**config.mk**
```make
export PLATFORM = sky130hd
export DESIGN_NAME = seven_seg_scan_ctrl
export DESIGN_NICKNAME = d
export VERILOG_FILES = /design/src/rtl/seven_seg_scan_ctrl.sv
export SDC_FILE = /design/constraint.sdc
export NUM_CORES = 1
export LEC_CHECK = 0
export ABC_CLOCK_PERIOD_IN_PS = 5000
export BUFFER_PORTS_ARGS = -buffer_cell sky130_fd_sc_hd__buf_2
export CORE_MARGIN = 3
export CORE_UTILIZATION = 50
export DETAILED_ROUTE_END_ITERATION = 10
export PLACE_DENSITY = 0.71
export SKIP_LAST_GASP = 1
export SLEW_MARGIN = 40
export SYNTH_ARGS = -nofsm -noshare
export SYNTH_HDL_FRONTEND = slang
export SYNTH_SLANG_ARGS = --single-unit
```
**constraint.sdc**
```tcl
create_clock -name clk -period 5 [get_ports clk]
set_clock_uncertainty 0.05 [all_clocks]
set_input_delay 1 -clock clk [delete_from_list [all_inputs] [get_ports clk]]
set_output_delay 1 -clock clk [all_outputs]
set_load 0.01 [all_outputs]
```
**src/rtl/seven_seg_scan_ctrl.sv**
```systemverilog
// Multiplexed seven-segment scan controller.
// A written value is parked in a shadow register and only becomes the
// displayed (active) value at a frame boundary, so a scan never mixes two
// values. Each digit is lit for DIV cycles, separated by BLANK_CYC dark cycles.
// Optional feature macro: SEVEN_SEG_LEADING_ZERO_BLANK_EN (blank leading zeros).
module seven_seg_scan_ctrl #(
    parameter int NUM_DIGITS = 4,
    parameter int DIV        = 50000,
    parameter int BLANK_CYC  = 16
) (
    input  logic                    clk,
    input  logic                    reset,
    input  logic                    OutPortIn,
    input  logic [4*NUM_DIGITS-1:0] data,
    output logic [7:0]              seg,
    output logic [NUM_DIGITS-1:0]   an,
    output logic                    pending,
    output logic                    frame_done
);

    localparam int CNT_MAX = (DIV > BLANK_CYC) ? DIV : BLANK_CYC;
    localparam int CNT_W   = $clog2(CNT_MAX);
    localparam int DIG_W   = $clog2(NUM_DIGITS);

    localparam logic [CNT_W-1:0] DIV_LAST   = CNT_W'(DIV - 1);
    localparam logic [CNT_W-1:0] BLANK_LAST = CNT_W'(BLANK_CYC - 1);
    localparam logic [DIG_W-1:0] DIG_LAST   = DIG_W'(NUM_DIGITS - 1);

    typedef enum logic [1:0] {
        IDLE  = 2'd0,
        BLANK = 2'd1,
        SHOW  = 2'd2
    } state_t;

    state_t                  state, state_nxt;
    logic [CNT_W-1:0]        cnt, cnt_nxt;
    logic [DIG_W-1:0]        dig, dig_nxt;
    logic [4*NUM_DIGITS-1:0] shadow, shadow_nxt;
    logic [4*NUM_DIGITS-1:0] active, active_nxt;
    logic                    pending_nxt;
    logic                    frame_done_nxt;
    logic                    commit;
    logic [7:0]              seg_nxt;
    logic [NUM_DIGITS-1:0]   an_nxt;

    // Hex nibble to active-low segment pattern (dp off, bits6..0 = g..a).
    function automatic logic [7:0] encode(input logic [3:0] nib);
        case (nib)
            4'h0: encode = 8'hC0;
            4'h1: encode = 8'hF9;
            4'h2: encode = 8'hA4;
            4'h3: encode = 8'hB0;
            4'h4: encode = 8'h99;
            4'h5: encode = 8'h92;
            4'h6: encode = 8'h82;
            4'h7: encode = 8'hF8;
            4'h8: encode = 8'h80;
            4'h9: encode = 8'h90;
            4'hA: encode = 8'h88;
            4'hB: encode = 8'h83;
            4'hC: encode = 8'hC6;
            4'hD: encode = 8'hA1;
            4'hE: encode = 8'h86;
            4'hF: encode = 8'h8E;
        endcase
    endfunction

`ifdef SEVEN_SEG_LEADING_ZERO_BLANK_EN
    logic [NUM_DIGITS-1:0] zero_from;

    // zero_from[k] is set when every active nibble from k upward is zero.
    always_comb begin
        logic acc;
        acc       = 1'b1;
        zero_from = '0;
        for (int i = NUM_DIGITS - 1; i >= 0; i--) begin
            acc          = acc && (active[4*i +: 4] == 4'h0);
            zero_from[i] = acc;
        end
    end
`endif

    // Next-state, commit/write handling and next registered outputs.
    always_comb begin
        state_nxt      = state;
        cnt_nxt        = cnt;
        dig_nxt        = dig;
        shadow_nxt     = shadow;
        active_nxt     = active;
        pending_nxt    = pending;
        frame_done_nxt = 1'b0;
        commit         = 1'b0;
        an_nxt         = '1;
        seg_nxt        = 8'hFF;

        case (state)
            IDLE: begin
                if (pending) begin
                    commit    = 1'b1;
                    dig_nxt   = '0;
                    cnt_nxt   = '0;
                    state_nxt = BLANK;
                end
            end
            BLANK: begin
                if (cnt == BLANK_LAST) begin
                    cnt_nxt   = '0;
                    state_nxt = SHOW;
                end else begin
                    cnt_nxt = cnt + CNT_W'(1);
                end
            end
            SHOW: begin
                if (cnt == DIV_LAST) begin
                    cnt_nxt   = '0;
                    state_nxt = BLANK;
                    if (dig == DIG_LAST) begin
                        dig_nxt        = '0;
                        frame_done_nxt = 1'b1;
                        commit         = pending;
                    end else begin
                        dig_nxt = dig + DIG_W'(1);
                    end
                end else begin
                    cnt_nxt = cnt + CNT_W'(1);
                end
            end
            default: state_nxt = IDLE;
        endcase

        // Commit takes the old shadow; a same-cycle write refills it and
        // keeps pending set for the following frame.
        if (commit) begin
            active_nxt  = shadow;
            pending_nxt = 1'b0;
        end
        if (OutPortIn) begin
            shadow_nxt  = data;
            pending_nxt = 1'b1;
        end

        // Active only changes on entry to BLANK, so it is stable for SHOW.
        if (state_nxt == SHOW) begin
            an_nxt[dig_nxt] = 1'b0;
            seg_nxt         = encode(active[{dig_nxt, 2'b00} +: 4]);
`ifdef SEVEN_SEG_LEADING_ZERO_BLANK_EN
            if ((dig_nxt != '0) && zero_from[dig_nxt]) begin
                seg_nxt = 8'hFF;
            end
`endif
        end
    end

    // State, data and registered output update with synchronous reset.
    always_ff @(posedge clk) begin
        if (reset) begin
            state      <= IDLE;
            cnt        <= '0;
            dig        <= '0;
            shadow     <= '0;
            active     <= '0;
            pending    <= 1'b0;
            frame_done <= 1'b0;
            an         <= '1;
            seg        <= 8'hFF;
        end else begin
            state      <= state_nxt;
            cnt        <= cnt_nxt;
            dig        <= dig_nxt;
            shadow     <= shadow_nxt;
            active     <= active_nxt;
            pending    <= pending_nxt;
            frame_done <= frame_done_nxt;
            an         <= an_nxt;
            seg        <= seg_nxt;
        end
    end

endmodule
```
* After elaboration in Yosys (flattened, before gate mapping)
Memory sizes are Yosys's and may differ from the RTL's. A register that Yosys moved wholly into a read port is not among the register bits.
Cells that the tools add are included.
** Word-level totals
- Bits in read-only memories :: 112
- Memories :: 1
- Output and inout bits :: 14
- Flip-flop bits (word level) :: 66
** Memory list
- (no name shown) :: words 16, width 7, rd ports 1, clocked after Yosys merged registers in 1, wr ports 0, RTL line 48 : case (nib)
** Cells by class
- Multiplexer cells :: 21
- Shift operators :: 1
- Magnitude comparators :: 2
- Eq/ne operators :: 7
- Reduce and logical (&&, ||, !) cells :: 7
- Bitwise logic cells :: 4
- $add $sub $neg :: 2
** Operator list (count)
- 2-to-1 mux 16 bit :: 3
- case mux 16 bit (3 select lines) :: 1
- adder 16 x 1 -> 16 bit (second input constant) :: 1
- equality test 16 bit (second input constant) :: 1
- equality test 16 x 4 -> 1 bit (second input constant) :: 1
- indexed part select 16 x 5 -> 4 bit :: 1
- 2-to-1 mux 2 bit :: 6
- 2-to-1 mux 1 bit :: 7
- equality test 2 bit (second input constant) :: 3
- case mux 2 bit (3 select lines) :: 1
- NOT 4 bit :: 1
- case mux 2 bit (2 select lines) :: 1
- < comparator 2 x 3 -> 1 bit (second input constant) :: 1
- NOT 1 bit :: 3
- nonzero test 3 bit :: 1
- OR reduction 3 bit :: 1
- adder 2 x 1 -> 2 bit (second input constant) :: 1
- demux 1 bit (select 2 bit) :: 1
- equality test 2 x 1 -> 1 bit (second input constant) :: 1
- >= comparator 2 x 1 -> 1 bit (second input constant) :: 1
- logical NOT 2 bit :: 1
- != test 2 bit (second input constant) :: 1
- case mux 1 bit (2 select lines) :: 1
- AND reduction 2 bit :: 1
- other kinds (3) :: 3

* Longest topological paths before layout
- Depth after elaboration :: 9
- Gate-level depth with buffers :: 13
- Mapped depth without buffers :: 12

* Least setup slack after synthesis
OpenSTA, ideal clock, no wires.
- Path kind :: reg2reg
- From :: register cnt[0]
- To :: register seg[3]
- Arrival :: 3.478 ns
- Path slack :: 1.351 ns
- Path buffers :: 0
- Stages on the path, launching flop included :: 12
- Cell sequence :: dfxtp_1 -> ha_1 -> or4b_4 -> nor4_1 -> mux2_2 -> a22oi_1 -> mux2i_1 -> inv_1 -> ha_1 -> nor2_1 -> a211oi_1 -> o21ai_1
** On the way
- Longest elaborated chain between the ends :: 6
** Ends and longest elaborated chain
- start, declared :: RTL line 36 : logic [CNT_W-1:0] cnt, cnt_nxt;
- start signal, assigned :: RTL line 168 : cnt <= cnt_nxt;
- branches (longest 6 deep; another with equality test 16 bit)
- end, declared :: RTL line 15 : output logic [7:0] seg,
Several ways; the timed one is not identified.
A chain may end at the register's enable or synchronous reset.

* Worst setup path after layout
Ends and elaborated chain as after synthesis.

==> run_results.csv <==
group,metric,value,unit
outcome,status,"completed",
hold_path,hp-class,"reg -> reg",
global_routing,grt_pass1_vias,2024,
global_routing,grt_pass1_wl,9150,um
floorplanning,ioPinCount,33,
setup_path,worstPathRequired,5.18,ns
clock_tree,cts_tree,"built",
yosys,synth-edff-count,0,
routing,wl,5400,um
timing,setup_violations,0,
timing,slew_headroom,53.1,%
yosys,synth_area_leaders,"dfxtp_1 (45%), mux2i_1 (12%), nor2_1 (5.9%), ha_1 (5.6%), nand2_1 (5.0%)",
routing,wire_per_inst,12.8,um
setup_path,startpoint_type,"register",
placement,place_ws,1.17,ns
timing,hold_violations,0,
clock_tree,hold_buffers,0,
pwr,irDropWorstVdd,0.280,mV
setup_path,arrival,4.01,ns
yosys,async_reset_ff_share,0,%
layout,drive_gt1_share,17.5,%
clock_tree,clk_latency,0.35,ns
clock_tree,post_cts_resized,0,
yosys,ys_warn_count,0,
yosys,postSynthCellCount,317,
clock_tree,cts_root_buffer,"clkbuf_8",
timing,setup_tns,0,ns
clock_tree,clock_sinks,65,
floorplanning,coreArea,5570,um2
timing,tightest_slew,0.704,ns
yosys,synthDistinctLibCells,46,
clock_tree,cts-htree-levels,3,
timing,fin_ws,1.17,ns
placement,place.gp.congestion,0.806,
clock_tree,path_clk_slew,0.07,ns
routing,first_pass_iters,4,
global_routing,antenna_found_initial,0,
setup_path,crit_type,"reg -> reg",
layout,area_growth,12.1,%
yosys,synthFlopType,"dfxtp_1",
floorplanning,num_rows,27,
yosys,syn_area,2910,um2
routing,drc,0,
layout,nets,377,
global_routing,grt_max_degree,40,
timing,min_period_over_period,76.6,%
clock_tree,clock_path_buffers,2,
placement,io_buffers,31,
floorplanning,start_util,52.2,%
yosys,synth_top_area_cell,"dfxtp_1",
layout,antenna_cells,0,
setup_path,crit_fanout,9,
global_routing,grt_usage,17.9,%
pwr,leakage,1.28,nW
timing,max_freq,0.261,GHz
routing,via_per_inst,5.12,
setup_path,crit_path_end_kind,"register",
flow_run,cap_violations,0,
yosys,syn_nets,349,
yosys,synth.top_cells.by_count,"dfxtp_1 (65), nor2_1 (46), nand2_1 (39), mux2i_1 (35), a21oi_1 (14)",
yosys,synth_top_area_share,44.7,%
routing,vias,2156,
global_routing,gr-total-overflow,0,
placement,hpwl,3820,um
timing,period_needed,3.83,ns
yosys,synth-seq-area-share,44.7,%
yosys,avgSynthCellArea,9.18,um2
clock_tree,post_cts_buffers,0,
pwr,powerDensity,312,nW/um2
routing,first_iter_violations,129,
floorplanning,fp.dieH,82.3,um
timing,slew_viol_final,0,
clock_tree,numCtsBuffers,9,
floorplanning,dieArea,6770,um2
yosys,synth_most_common_cell,"dfxtp_1",
routing,ant_nets,0,
yosys,ys_ff_latch,65,
timing,rsz0062_at_grt,"no",
floorplanning,die_x,82.3,um
## layout make-up
class / count / area, um2
clock buffer: 11 / 151
timing repair buffer: 33 / 170
multi-input combinational: 225 / 1480
clock inverter: 4 / 28.8
fill: 538 / 2310
tap: 72 / 90.1
sequential: 65 / 1300
inverter: 11 / 41.3
## power by group
| group | switching (mW) | leakage, nW | total, mW | internal (mW) |
|---|---|---|---|---|
| logic | 0.0443 | 0.665 | 0.0746 | 0.0303 |
| clock network | 0.197 | 0.0874 | 0.401 | 0.204 |
| registers | 0.0100 | 0.529 | 0.542 | 0.532 |
| total | 0.251 | 1.28 | 1.02 | 0.766 |
## layout by cell type (no fill, tap or decap), types with 2 or more instances in the layout
| master | n |
|---|---|
| nand3b_1 | 2 |
| nand4_1 | 5 |
| o221ai_1 | 3 |
| o21ai_1 | 2 |
| a22oi_1 | 2 |
| nand2_1 | 39 |
| o211ai_1 | 2 |
| nor2_1 | 46 |
| clkbuf_8 | 11 |
| and2_1 | 2 |
| mux2i_1 | 35 |
| or4_4 | 2 |
| nand3_1 | 8 |
| nor4_1 | 2 |
| nor2b_1 | 2 |
| inv_1 | 11 |
| mux2_2 | 4 |
| dfxtp_1 | 65 |
| nor3_1 | 5 |
| buf_4 | 2 |
| a21oi_1 | 14 |
| o21ai_0 | 4 |
| xnor2_1 | 6 |
| xor2_1 | 9 |
| and3_1 | 2 |
| buf_2 | 31 |
| ha_1 | 13 |
| clkinvlp_4 | 2 |
## routing by layer
| layer | track usage, % | routed length [um] | vias up |
|---|---|---|---|
| li1 | - | - | 1125 |
| met1 | 21.3 | 2570 | 983 |
| met2 | 28.4 | 2480 | 38 |
| met3 | 6.62 | 254 | 10 |
| met4 | 8.64 | 103 | 0 |
| met5 | 0 | 0 | - |
## through the flow
| step | instance area, um2 | instances | hold slack [ns] | util [%] | total power [mW] |
|---|---|---|---|---|---|
| 6_report | 3260 | 421 | 0.404 | 58.5 | 1.02 |
| 5_1_grt | 3260 | 421 | 0.427 | 58.5 | 1.07 |
| 4_1_cts | 3260 | 421 | 0.409 | 58.5 | 1.03 |
| 3_5_place_dp | 3080 | 406 | 0.399 | 55.3 | 0.629 |
| 3_3_place_gp | 3080 | 406 | 0.392 | 55.3 | 0.626 |
| 2_1_floorplan | 2910 | 317 | 0.381 | - | 0.609 |
## flip-flops by register name, indices dropped and copies added, names as in the netlist, 2 cells and up
name    flops
active     16
cnt        16
shadow     16
seg         7
an          4
dig         2
state       2
## cell families (layout without fill, tap and decap cells)
kind of cell,after synthesis,after routing,share of synthesized area (%)
other,1,1,0.129
AO/OA/AOI/OAI,34,34,7.40
flip-flops,65,65,44.7
buffers and inverters,27,59,4.47
multiplexers,39,39,13.6
adder cells (fa/ha/maj),13,13,5.59
XOR/XNOR,15,15,4.52
AND/OR/NAND/NOR,123,123,19.6
## path summary, 6_finish.rpt
check	startpoint	endpoint	slack, ns	cells past startpoint
worst max-delay path	cnt[0]$_SDFFE_PP0P_	seg[3]$_SDFF_PP1_	1.17	12
worst min register to register	active[7]$_SDFFE_PP0P_	active[7]$_SDFFE_PP0P_	0.40	2
worst max register to register	cnt[0]$_SDFFE_PP0P_	seg[3]$_SDFF_PP1_	1.17	12
worst min-delay path	active[7]$_SDFFE_PP0P_	active[7]$_SDFFE_PP0P_	0.40	2
## critical path, stage by stage (launching register included)
cell      delay [ns]
dfxtp_1         0.38
ha_1            0.22
or4b_4          0.50
nor4_1          0.48
mux2_2          0.39
a22oi_1         0.19
buf_4           0.20
mux2i_1         0.44
inv_1           0.18
ha_1            0.34
nor2_1          0.05
a211oi_1        0.20
o21ai_1         0.09
(Power assumes the default switching activity.)
